[src/rtl/num_entry.sv]
// ---------------------------------------------------------------------------
// num_entry
// Keypad number-entry front end for a BCD adder. Digits are typed into an
// entry register, 0xA latches the first operand, 0xD latches the second
// operand and offers both to the downstream adder with a valid/ready
// handshake. After the transfer the block holds the result operands until
// the user clears or starts typing a new number.
//
// Ports
//   i_clk        system clock, rising edge
//   i_n_reset    asynchronous active-low reset
//   i_key_valid  one-cycle strobe per debounced key press
//   i_key_code   key identity (0-9 digit, A add, C clear, D enter)
//   o_op_a       first operand, packed BCD, MS digit in top nibble
//   o_op_b       second operand, packed BCD
//   o_op_valid   operands offered to the adder (high exactly in SEND)
//   i_op_ready   adder accepts the operands
//   o_disp_bcd   digits for the display decoder
//   o_ovf        sticky flag: a digit was dropped because entry was full
//   o_state_dbg  current FSM state encoding for debug LEDs
// ---------------------------------------------------------------------------
module num_entry #(
  parameter int NDIG = 3
) (
  input  logic              i_clk,
  input  logic              i_n_reset,
  input  logic              i_key_valid,
  input  logic [3:0]        i_key_code,
  output logic [4*NDIG-1:0] o_op_a,
  output logic [4*NDIG-1:0] o_op_b,
  output logic              o_op_valid,
  input  logic              i_op_ready,
  output logic [4*NDIG-1:0] o_disp_bcd,
  output logic              o_ovf,
  output logic [1:0]        o_state_dbg
);

  localparam int W  = 4 * NDIG;
  localparam int CW = 3;
  localparam logic [CW-1:0] CNT_MAX = CW'(NDIG);

  typedef enum logic [1:0] {
    ENTER_A = 2'b00,
    ENTER_B = 2'b01,
    SEND    = 2'b10,
    HOLD    = 2'b11
  } state_t;

  state_t        r_state;
  state_t        w_stateNext;
  logic [W-1:0]  r_entry;
  logic [W-1:0]  w_entryNext;
  logic [W-1:0]  r_opA;
  logic [W-1:0]  w_opANext;
  logic [W-1:0]  r_opB;
  logic [W-1:0]  w_opBNext;
  logic [CW-1:0] r_cnt;
  logic [CW-1:0] w_cntNext;
  logic          r_ovf;
  logic          w_ovfNext;
  logic          r_opValid;

  logic          w_isDigit;
  logic          w_isAdd;
  logic          w_isClear;
  logic          w_isEnter;
  logic          w_keyNonZero;
  logic [W-1:0]  w_keyExt;
  logic [W+3:0]  w_shiftWide;
  logic [W-1:0]  w_shifted;

  // Key decode; every strobe is qualified by i_key_valid so key_code is
  // don't-care between presses.
  assign w_isDigit    = i_key_valid && (i_key_code <= 4'd9);
  assign w_isAdd      = i_key_valid && (i_key_code == 4'hA);
  assign w_isClear    = i_key_valid && (i_key_code == 4'hC);
  assign w_isEnter    = i_key_valid && (i_key_code == 4'hD);
  assign w_keyNonZero = (i_key_code != 4'h0);
  assign w_keyExt     = W'(i_key_code);

  // Shift-in goes through a wider vector so the slice stays legal even
  // when NDIG=1 (the shift path is unreachable there, but must elaborate).
  assign w_shiftWide  = {r_entry, i_key_code};
  assign w_shifted    = w_shiftWide[W-1:0];

  // Next-state and datapath decisions. Everything defaults to holding its
  // value; SEND ignores all keys so the offered operands cannot move while
  // op_valid is high.
  always_comb begin
    w_stateNext = r_state;
    w_entryNext = r_entry;
    w_cntNext   = r_cnt;
    w_opANext   = r_opA;
    w_opBNext   = r_opB;
    w_ovfNext   = r_ovf;

    case (r_state)
      ENTER_A, ENTER_B: begin
        if (w_isDigit) begin
          if (r_cnt == CNT_MAX) begin
            w_ovfNext = 1'b1;
          end else if (r_cnt == '0) begin
            // Leading zeros are swallowed so the count reflects real digits.
            if (w_keyNonZero) begin
              w_entryNext = w_keyExt;
              w_cntNext   = CW'(1);
            end
          end else begin
            w_entryNext = w_shifted;
            w_cntNext   = r_cnt + CW'(1);
          end
        end else if (w_isClear) begin
          w_entryNext = '0;
          w_cntNext   = '0;
          w_opANext   = '0;
          w_opBNext   = '0;
          w_ovfNext   = 1'b0;
          w_stateNext = ENTER_A;
        end else if (w_isAdd && (r_state == ENTER_A)) begin
          w_opANext   = r_entry;
          w_entryNext = '0;
          w_cntNext   = '0;
          w_stateNext = ENTER_B;
        end else if (w_isEnter && (r_state == ENTER_B)) begin
          w_opBNext   = r_entry;
          w_stateNext = SEND;
        end
      end

      SEND: begin
        if (i_op_ready) begin
          w_stateNext = HOLD;
        end
      end

      HOLD: begin
        if (w_isClear) begin
          w_entryNext = '0;
          w_cntNext   = '0;
          w_opANext   = '0;
          w_opBNext   = '0;
          w_ovfNext   = 1'b0;
          w_stateNext = ENTER_A;
        end else if (w_isDigit) begin
          // A digit here starts a fresh calculation immediately, so the
          // entry restarts from empty rather than from the stale operand.
          w_opANext   = '0;
          w_opBNext   = '0;
          w_ovfNext   = 1'b0;
          w_entryNext = w_keyNonZero ? w_keyExt : '0;
          w_cntNext   = w_keyNonZero ? CW'(1) : '0;
          w_stateNext = ENTER_A;
        end
      end

      default: begin
        w_stateNext = ENTER_A;
      end
    endcase
  end

  // State and datapath registers. op_valid is registered from the next
  // state so it is high exactly while the FSM sits in SEND, and the async
  // reset drops it without waiting for a clock edge.
  always_ff @(posedge i_clk or negedge i_n_reset) begin
    if (!i_n_reset) begin
      r_state   <= ENTER_A;
      r_entry   <= '0;
      r_cnt     <= '0;
      r_opA     <= '0;
      r_opB     <= '0;
      r_ovf     <= 1'b0;
      r_opValid <= 1'b0;
    end else begin
      r_state   <= w_stateNext;
      r_entry   <= w_entryNext;
      r_cnt     <= w_cntNext;
      r_opA     <= w_opANext;
      r_opB     <= w_opBNext;
      r_ovf     <= w_ovfNext;
      r_opValid <= (w_stateNext == SEND);
    end
  end

  // Display follows the digits being typed, then shows the second operand
  // once it has been committed.
  always_comb begin
    o_disp_bcd = r_entry;
    if ((r_state == SEND) || (r_state == HOLD)) begin
      o_disp_bcd = r_opB;
    end
  end

  assign o_op_a      = r_opA;
  assign o_op_b      = r_opB;
  assign o_op_valid  = r_opValid;
  assign o_ovf       = r_ovf;
  assign o_state_dbg = r_state;

endmodule

[config.mk]
export PLATFORM = sky130hd
export DESIGN_NAME = num_entry
export DESIGN_NICKNAME = d
export VERILOG_FILES = /design/src/rtl/num_entry.sv
export SDC_FILE = /design/constraint.sdc
export NUM_CORES = 1
export LEC_CHECK = 0
export ABC_AREA = 1
export CORE_ASPECT_RATIO = 1.5
export CORE_MARGIN = 2
export CORE_UTILIZATION = 51
export CTS_CLUSTER_SIZE = 28
export DETAILED_ROUTE_END_ITERATION = 10
export PLACE_DENSITY_LB_ADDON = 0.2
export SKIP_LAST_GASP = 1
export SYNTH_ARGS = -nofsm -noshare
export SYNTH_HDL_FRONTEND = slang
export SYNTH_SLANG_ARGS = --single-unit
[constraint.sdc]
create_clock -name i_clk -period 2.1 [get_ports i_clk]
set_input_delay 0.315 -clock i_clk [delete_from_list [all_inputs] [get_ports i_clk]]
set_output_delay 0.315 -clock i_clk [all_outputs]
set_load 0.01 [all_outputs]
After elaboration in Yosys (flattened, before gate mapping)

Index checks and enable logic that the tools add are counted.

Add/subtract/negate cells: 1
Multipliers: 0
Divide/modulo/power cells: 0
Magnitude comparators: 1
Equality and inequality tests: 18
Shift operators: 0
Muxes and demuxes: 46
Bitwise gates (word level): 0
Reductions and logical operators: 16

Operator list:

| operator                                               | count |
|---|---|
| two-way mux 12 bit                                     | 18 |
| one-hot mux 12 bit (2 select lines)                    | 3 |
| two-way mux 3 bit                                      | 8 |
| != test 3 bit (second input constant)                  | 7 |
| two-way mux 2 bit                                      | 7 |
| equality test 4 bit (second input constant)            | 3 |
| AND reduction 5 bit                                    | 2 |
| != test 4 bit (second input constant)                  | 2 |
| AND reduction 4 bit                                    | 2 |
| equality test 2 bit (second input constant)            | 3 |
| logical AND 1 bit                                      | 6 |
| two-way mux 1 bit                                      | 6 |
| one-hot mux 2 bit (3 select lines)                     | 1 |
| one-hot mux 3 bit (2 select lines)                     | 1 |
| less-or-equal comparator 4 bit (second input constant) | 1 |
| two-way mux 4 bit                                      | 1 |
| nonzero test 4 bit                                     | 1 |
| adder 3 x 1 -> 3 bit (second input constant)           | 1 |
| equality test 3 x 2 -> 1 bit (second input constant)   | 1 |
| logical NOT 3 bit                                      | 1 |
| equality test 2 x 1 -> 1 bit (second input constant)   | 1 |
| logical NOT 2 bit                                      | 1 |
| != test 2 bit (second input constant)                  | 1 |
| one-hot mux 1 bit (2 select lines)                     | 1 |
| other kinds (3)                                        | 3 |

Register bits: 43
Latch bits: 0
RAM bits: 0
Bits in read-only memories: 0
Output and inout bits: 40
Word-level logic and storage cells: 89
Memories kept: 0

Logic depth before layout (Yosys ltp)

Gate-level depths: netlist of run 1.

Depth after elaboration: 9
Depth in mapped cells: 11
Mapped depth without buffers: 10

Worst setup path after synthesis of run 1

No wires, ideal clock.

Path type: register -> register
Start: register r_cnt[0]
End: register r_cnt[2]
Library setup time: 0.065 ns
Arrival: 1.472 ns
Required time: 2.035 ns
Path slack: 0.563 ns
Cell stages (with the launch flop): 10
Path buffers: 1
Period minus slack after synthesis: 1.537 ns
Cell sequence: dfrtp_1 > ha_1 > ha_1 > or2_1 > nand2_1 > nor2_4 > nor2_8 > buf_12 > nand3_2 > nand2_1

Cells in the longest elaborated chain, start to end: 5

Ends and longest elaborated chain:

| element                                                          | RTL line | text |
|---|---|---|
| start, declared                                                  | 57       | `logic [CW-1:0] r_cnt;` |
| start signal, assigned                                           | 177      | `r_cnt <= w_cntNext;` |
| adder 3 x 1 -> 3 bit / logical NOT 3 bit (equally long branches) | 110, 102 |  |
| two-way mux 3 bit                                                | 102      | `end else if (r_cnt == '0) begin` |
| two-way mux 3 bit                                                | 100      | `if (r_cnt == CNT_MAX) begin` |
| two-way mux 3 bit                                                | 99       | `if (w_isDigit) begin` |
| one-hot mux 3 bit (2 select lines)                               | 97       | `case (r_state)` |

Parallel ways exist; a longest one is shown, timed or not. The select of a mux whose other input is x is not followed.
A chain may end at the register's enable or synchronous reset.

Worst setup path after layout of run 1

Start: register r_state[1] (netlist: o_state_dbg[1])
End: output o_disp_bcd[4]

Cells in the longest elaborated chain, start to end: 3

Ends and longest elaborated chain:

| element                | RTL line | text |
|---|---|---|
| start, declared        | 49       | `state_t r_state;` |
| start signal, assigned | 175      | `r_state <= w_stateNext;` |
| equality test 2 bit    | 189      | `if ((r_state == SEND) \|\| (r_state == HOLD)) begin` |
| logical OR 1 bit (*)   | 189      |  |
| two-way mux 12 bit (*) | 189      |  |
| end, declared          | 33       | `output logic [4*NDIG-1:0] o_disp_bcd,` |

Every way passes the cells marked *; elsewhere a longest branch is shown, timed or not.

==> results of run 1 <==
## routing by layer
| layer | vias up | share of wire [%] | global-route usage, % |
|---|---|---|---|
| li1 | 1044 | - | - |
| met1 | 926 | 41 | 27.8 |
| met2 | 51 | 53 | 38.0 |
| met3 | 15 | 3.0 | 3.57 |
| met4 | 0 | 3.2 | 10.9 |
| met5 | - | 0 | 0 |
## power by group through the flow
| stage | Clock [mW] | Combinational, mW | Sequential [mW] |
|---|---|---|---|
| after global routing | 0.568 | 1.50 | 1.17 |
| after CTS | 0.536 | 1.36 | 1.14 |
| final | 0.529 | 1.35 | 1.14 |
| after floorplan | 0 | 0.804 | 1.19 |
| after global placement | 0 | 1.34 | 1.15 |
| after detailed placement | 0 | 1.35 | 1.15 |
## worst min path at each step
stage / from / end / slack (ns) / cells after the start
global placement: i_n_reset / o_op_valid$_DFF_PN0_ / 0.41 / 2
CTS: i_n_reset / o_state_dbg[1]$_DFF_PN0_ / 0.09 / 2
global route: i_n_reset / o_ovf$_DFFE_PN0P_ / 0.11 / 2
detailed placement: i_n_reset / o_state_dbg[1]$_DFF_PN0_ / 0.42 / 2
finish: i_n_reset / o_state_dbg[1]$_DFF_PN0_ / 0.07 / 2
floorplan: i_n_reset / o_op_a[0]$_DFFE_PN0P_ / 0.02 / 0
## layout make-up
class | count | area (sq um)
timing repair buffer | 55 | 529
sequential | 43 | 1080
clock inverter | 1 | 5.00
tap | 48 | 60.1
clock buffer | 6 | 82.6
multi-input combinational | 222 | 1110
inverter | 18 | 72.6
fill | 411 | 1570
## worst max-delay path, delay by kind of cell, from the launching register on
kind,cells,cell delay (ns)
buffers and inverters,2,0.73
DFF,1,0.41
and+or+nand+nor,2,0.19
## registers in the layout, summed over array words and instances (netlist names)
name,flops
o_op_a,12
o_op_b,12
r_entry,12
r_cnt,3
o_state_dbg,2
o_op_valid,1
o_ovf,1
## cells in the final DEF, fill, tap and decap left out
cell             synthesis  routed
buf_6                    4       1
nor2_2                   2       2
nor2_8                   1       1
nand3b_1                 2       2
a21oi_1                  4       4
nand2_2                  4       4
clkinv_2                 1       2
o21ai_0                  2       2
or2_1                    1       1
nand3_4                  4       4
nor2_1                  16      16
nand3_1                 23      23
nand2_1                121     121
buf_4                    2       7
nand3_2                 11      11
nor4_1                   1       1
nand2_4                  1       1
clkbuf_8                 0       6
clkinv_1                 1       1
dfrtp_1                 43      43
o21ai_1                 24      24
clkinvlp_4               0       1
buf_2                    4       1
inv_2                    5       5
ha_1                     3       3
inv_1                   11      10
clkdlybuf4s50_1          0      46
and3_1                   1       1
nor2_4                   1       1
## cell families after synthesis
logic type	count (synthesis)
AOI/OAI and AO/OA	30
adders and majority gates	3
and+or+nand+nor	189
buffers and inverters	32
DFF	43
## metrics by stage
| step | hold WS (ns) | worst slack (ns) | total power [mW] | instances | instance area, sq um |
|---|---|---|---|---|---|
| floorplan | 0.0194 | 0.563 | 1.99 | 297 | 2370 |
| global placement | 0.412 | 0.0377 | 2.49 | 386 | 2840 |
| detailed placement | 0.415 | -0.0221 | 2.51 | 386 | 2840 |
| CTS | 0.0937 | 0.0507 | 3.03 | 393 | 2930 |
| global route | 0.115 | 0.00306 | 3.24 | 393 | 2940 |
| finish | 0.0716 | 0.156 | 3.02 | 393 | 2940 |
==> results.txt, run 1 <==
status: finished, final reports clean
fin util: 65.2%
pin count of the biggest net entering global routing: 44
Most used DFF post-synth: dfrtp_1
Rel. slew slack: 64.6%
DR vias/cell: 5.18
Worst-path clk slew: 0.08 ns
top-count cell post-synth: nand2_1
Slew @ Worst Pin: 0.532 ns
Cells after Synth: 297
CTS sink cnt: 43
worst vdd ir: 0.737 mV
RR Endpoint: r_entry[4]$_DFFE_PN0P_
DRC violation total after the first TritonRoute iteration: 87
area of the core: 4500 sq um
main combinational cell family by area after synthesis: simple AND/OR/NAND/NOR gates
Die Height: 87.4 um
post-synthesis xor/xnor area fraction: 0%
Post-CTS Setup Bufs: 0
final setup fails: 0
CP max stage cell: clkdlybuf4s50_1
CP Capture Type: output pin
Critical Path RT: 1.78 ns
critical path fanouts, max: 13
DR vias: 2036
clk buf depth: 2
fin crit period: 1.94 ns
Reg-to-Reg Start: r_cnt[0]$_DFFE_PN0P_
clock root cell: clkbuf_8
antenna viol nets, final: 0
global placement routability congestion: 0.863
CP Capture Point: o_disp_bcd[4]
min-delay worst type: input pin to async pin
row count: 30
sequential share of power: 37.8%
Sw Share: 39.2%
Logic pwr share: 44.7%
CTS tree: done
# H-tree levels: 2
Post-Synth Adder-Cell Area: 1.59%
fmax: 514 MHz
top cells by count, synth: nand2_1 (121), dfrtp_1 (43), o21ai_1 (24)
largest cells by area after synthesis: dfrtp_1 (45%), nand2_1 (19%), o21ai_1 (5.1%)
Startpoint Class: register
Pre-Repair DR Iteration Count: 4
Slew Limit Fails: 0
worst path arrival time: 1.63 ns
post-synthesis cell area: 2370 sq um
total gr overflow: 0
CP Class: register to output pin
Pwr Density: 1030 nW/um^2
syn_nets: 308
starting density of the core: 52.6%
RSZ-0062 raised after global routing: no
first-pass GRT wire length: 8.98 mm
DR DRC count: 0
GRT Total Usage: 22.6%
DPL Wire Length: 3.90 mm
nets: 356
Max-Cap Viols: 0
io pins: 48
post-cts sizing count: 0
async set or reset register ratio after synthesis: 100%
Seq/Total Area, Yosys: 45.5%
most used cell, CP: nand2_1
Clk network pwr share: 17.5%
layout cells sized above 1: 13.6%
hold buffers post-CTS: 0
initial antenna violation count: 0
buffers added on ports: 47
CP Cell Sequence: clkinvlp_4, nand2_1, nand2_1, clkdlybuf4s50_1
mux contribution to synthesized area: 0%
clk_lat worst skew: 0.29 ns
post-route setup TNS: 0 ns
net switching power figure: 1.18 mW
die width: 59.6 um
top-area cell type share of the netlist area: 45.5%
WL/cell: 13.1 um
vias in the first global route: 1973
area leader, netlist: dfrtp_1
Synth Area in Compound Gates: 6.34%
EDFF count, synth: 0
crit-path max cell delay: 0.47 ns
Yosys reg bits: 43
final hold violation count: 0
R2R Setup Slk: 0.35 ns
Avg Cell Area, Syn: 7.97 sq um
crit share post-route: 92.6%
final WL: 5.16 mm
Leak Pwr: 1.39 nW
Post-Synth Simple-Gate Area: 39.0%
Setup Skew: 0.00469 ns
yosys warns: 0
Area Overhead vs Synth: 24.0%
synth unique cells: 28
CTS Buf Count: 5
worst reg2reg path depth: 8
n_diodes: 0
Internal: 1.84 mW
crit path from: o_state_dbg[1]$_DFF_PN0_
die area: 5210 sq um
Power figures use the tool's default switching activity.
==> inputs of run 2 (changes only) <==
- CORE_MARGIN: 2 -> 3
- clock period: 2.1 -> 2.2 ns (I/O delays scaled with it)
==> results.txt, run 2 (same netlist as run 1, synthesis figures left out) <==
buffers added on ports: 47
worst path arrival time: 1.69 ns
pre-CTS worst setup slack: 0.109 ns
Leak Pwr: 1.38 nW
Placed Cells: 382
worst vdd ir: 0.527 mV
GRT Total Usage: 21.5%
Fill cells: 385
global placement routability congestion: 0.850
Internal: 1.71 mW
clk_lat worst skew: 0.30 ns
min-delay worst type: input pin to async pin
CP Capture Type: output pin
clk buf depth: 2
die width: 61.6 um
sequential share of power: 37.9%
first-pass GRT wire length: 8.93 mm
final WL: 5.32 mm
critical path fanouts, max: 19
Finished Layout Cells: 391
RSZ-0062 raised after global routing: no
initial antenna violation count: 0
antenna viol nets, final: 0
Pre-Repair DR Iteration Count: 4
area of the core: 4350 sq um
DR DRC count: 0
row count: 29
pin count of the biggest net entering global routing: 25
status: finished, final reports clean
Logic pwr share: 44.1%
DR vias/cell: 5.37
clock root cell: clkbuf_8
Startpoint Class: register
CTS tree: done
fmax: 496 MHz
io pins: 48
DPL Wire Length: 3.84 mm
fin crit period: 2.02 ns
CTS sink cnt: 43
die area: 5510 sq um
DRC violation total after the first TritonRoute iteration: 95
Pwr Density: 984 nW/um^2
worst setup margin: 0.182 ns
CP Class: register to output pin
# H-tree levels: 2
Slew @ Worst Pin: 0.466 ns
Clk network pwr share: 18.0%
Slew Limit Fails: 0
starting density of the core: 54.4%
Sw Share: 40.7%
total gr overflow: 0
Worst-path clk slew: 0.09 ns
vias in the first global route: 1973
net switching power figure: 1.17 mW
Die Height: 89.4 um
area of the multi-input gates: 1110 sq um
n_diodes: 0
final setup fails: 0
WL/cell: 13.6 um
final hold violation count: 0
crit share post-route: 91.7%
post-route setup TNS: 0 ns
nets: 355
Setup Skew: 0.00615 ns
layout cells sized above 1: 13.3%
CTS Buf Count: 5
DR vias: 2098
Critical Path RT: 1.87 ns
Post-CTS Setup Bufs: 0
most common cell after layout, fill and taps aside: nand2_1
Sequential Area: 1080 sq um
Max-Cap Viols: 0
Rel. slew slack: 68.8%
most frequent cells in the layout: nand2_1 (121), clkdlybuf4s50_1 (46), dfrtp_1 (43), o21ai_1 (24), nand3_1 (23)
Area Overhead vs Synth: 23.8%
==> run 2: cell count changes in the layout (fill, tap and decap cells not counted), sizes merged <==
cell and change:
inv +1, buf -2, clkbuf -1, clkinvlp +2, clkinv -1, dlygate4sd3 +1
==> run 2: metal layers <==
| metal | track usage (%) | share of wire [%] | vias up |
|---|---|---|---|
| met3 | 3.90 | 5.1 | 10 |
| met1 | 26.1 | 42 | 975 |
| met5 | 0 | 0 | - |
| met4 | 6.76 | 2.1 | 0 |
| li1 | - | - | 1042 |
| met2 | 37.6 | 50 | 71 |
==> run 2: power by group through the flow <==
stage	Sequential (mW)	Combinational (mW)	Clock (mW)
6_report	1.09	1.27	0.519
5_1_grt	1.12	1.41	0.559
4_1_cts	1.09	1.28	0.530
3_5_place_dp	1.10	1.28	0
3_3_place_gp	1.10	1.26	0
2_1_floorplan	1.14	0.768	0
==> run 2: final timing paths <==
path | slack, ns | start | cells past startpoint | to
setup / recovery | 0.18 | o_state_dbg[1]$_DFF_PN0_ | 4 | o_disp_bcd[5]
hold / removal | 0.49 | i_n_reset | 2 | r_entry[11]$_DFFE_PN0P_
setup reg to reg | 0.39 | r_cnt[0]$_DFFE_PN0P_ | 9 | r_entry[1]$_DFFE_PN0P_
hold reg to reg | 0.50 | o_op_a[2]$_DFFE_PN0P_ | 2 | o_op_a[2]$_DFFE_PN0P_
max in group asynchronous | 1.13 | i_n_reset | 3 | r_entry[8]$_DFFE_PN0P_
min in group i_clk | 0.50 | o_op_a[2]$_DFFE_PN0P_ | 2 | o_op_a[2]$_DFFE_PN0P_
==> run 2: layout make-up <==
type	count	area share, %
multi-input cells	222	37.9
flip-flops and latches	43	36.7
repair buffers	54	17.8
inverters	18	2.48
clock buffers	5	2.35
well taps	46	1.96
clock inverters	3	0.811
==> run 2: stage by stage <==
stage	hold WS [ns]	power [mW]	utilization, %	cell area, sq um
3_3_place_gp	0.279	2.36	64.9	2820
4_1_cts	0.498	2.90	67.2	2930
3_5_place_dp	0.281	2.38	64.9	2820
6_report	0.492	2.88	67.3	2930
2_1_floorplan	0.0344	1.90	-	2370
5_1_grt	0.507	3.09	67.3	2930
==> run 2: what timing repair did <==
item,4_1_cts,5_1_grt
gates resized for setup,0,1
hold buffers,1,0
endpoints found under the hold margin,16,0
setup endpoints to repair,0,12
==> run 2: critical path, stage by stage, from the launching register on <==
cell	delay, ns
dfrtp_1	0.40
buf_4	0.28
nand2_1	0.09
nand2_1	0.08
clkdlybuf4s50_1	0.54
==> inputs of run 3 (changes only) <==
- CORE_ASPECT_RATIO: 1.5 -> default
- CORE_UTILIZATION: 51 -> 47
==> results.txt, run 3 (same netlist as run 1, synthesis figures left out) <==
Startpoint Class: register
Slew Limit Fails: 0
# H-tree levels: 2
DRC violation total after the first TritonRoute iteration: 127
most common cell after layout, fill and taps aside: nand2_1
Worst-path clk slew: 0.07 ns
WL/cell: 12.8 um
io pins: 48
final WL: 5.24 mm
clk buf depth: 2
DP Area: 2850 sq um
die width: 77.0 um
CTS tree: done
metal2 WL: 2.27 mm
buffers added on ports: 47
CP Class: register to output pin
hold buffers post-CTS: 0
Pre-Repair DR Iteration Count: 4
Metal-1 WL: 2.69 mm
min-delay worst type: input pin to async pin
vias in the first global route: 1879
row count: 25
post-route setup TNS: 0 ns
fmax: 504 MHz
fin util: 61.8%
RSZ-0062 raised after global routing: no
status: finished, final reports clean
DR DRC count: 0
worst vdd ir: 0.401 mV
area of the multi-input gates: 1110 sq um
pin count of the biggest net entering global routing: 44
area of the core: 4790 sq um
clk_lat worst skew: 0.28 ns
Critical Path RT: 1.87 ns
total gr overflow: 0
Reg-to-Reg Start: r_cnt[0]$_DFFE_PN0P_
Rel. slew slack: 64.5%
most frequent cells in the layout: nand2_1 (121), clkdlybuf4s50_1 (46), dfrtp_1 (43), o21ai_1 (24), nand3_1 (23)
nets: 354
DR vias: 2003
CP Capture Type: output pin
Max-Cap Viols: 0
Area Overhead vs Synth: 24.9%
global placement routability congestion: 0.833
Fill cells: 421
DPL Wire Length: 3.91 mm
post-cts sizing count: 0
Leak Pwr: 1.38 nW
antenna viol nets, final: 0
Top Metal Used: met4
crit share post-route: 90.2%
CTS sink cnt: 43
final hold violation count: 0
Design Area, Final: 2960 sq um
critical path fanouts, max: 19
Setup Skew: 0.00661 ns
crit path from: o_state_dbg[1]$_DFF_PN0_
routed wl met3: 255 um
layout cells sized above 1: 12.8%
clock root cell: clkbuf_8
GRT Total Usage: 18.6%
initial antenna violation count: 0
die area: 5920 sq um
first-pass GRT wire length: 9.05 mm
n_diodes: 0
fin crit period: 1.98 ns
DR vias/cell: 4.89
CTS Buf Count: 5
worst path arrival time: 1.65 ns
starting density of the core: 49.5%
final setup fails: 0
Slew @ Worst Pin: 0.533 ns
Sequential Area: 1080 sq um
Die Height: 77.0 um
Post-CTS Setup Bufs: 0
Pwr Density: 991 nW/um^2
run 3: power breakdown:
part / leakage [nW] / switching [mW] / internal, mW
Clock: 0.0513 / 0.239 / 0.333
Sequential: 0.588 / 0.146 / 0.956
Combinational: 0.745 / 0.731 / 0.526
Total: 1.38 / 1.12 / 1.81
run 3: per-stage QoR:
stage,std cells,power (mW),hold WS (ns),setup WS (ns)
CTS,410,2.95,0.130,0.0909
detailed placement,403,2.37,0.433,0.167
global route,410,3.14,0.150,0.108
finish,410,2.93,0.111,0.216
floorplan,297,1.90,0.0344,0.663
global placement,403,2.36,0.435,0.168
run 3: area by class of cell:
type	instances	area share (%)
clock buffer	6	2.45
tap	67	2.84
inverter	18	2.45
timing repair buffer	53	17.3
multi-input combinational	222	37.6
sequential	43	36.4
clock inverter	1	1.02
run 3: critical path, cell delays in order, from the launching register on:
cell and delay (ns):
dfrtp_1 0.39, buf_4 0.27, nand2_1 0.07, nand2_1 0.10
clkdlybuf4s50_1 0.54
run 3: final timing paths:
| kind | to | slack (ns) | cells after the start |
|---|---|---|---|
| max in group asynchronous | r_entry[11]$_DFFE_PN0P_ | 1.72 | 2 |
| min reg2reg | r_cnt[2]$_DFFE_PN0P_ | 0.49 | 2 |
| max reg2reg | r_entry[2]$_DFFE_PN0P_ | 0.46 | 9 |
| min in group i_clk | r_cnt[2]$_DFFE_PN0P_ | 0.49 | 2 |
| max | o_disp_bcd[7] | 0.22 | 4 |
| min | o_op_valid$_DFF_PN0_ | 0.11 | 2 |
run 3: layer usage:
metal | up-vias | track usage [%]
met4 | 0 | 4.09
met1 | 917 | 27.7
met5 | - | 0
met3 | 2 | 3.40
met2 | 41 | 28.4
li1 | 1043 | -
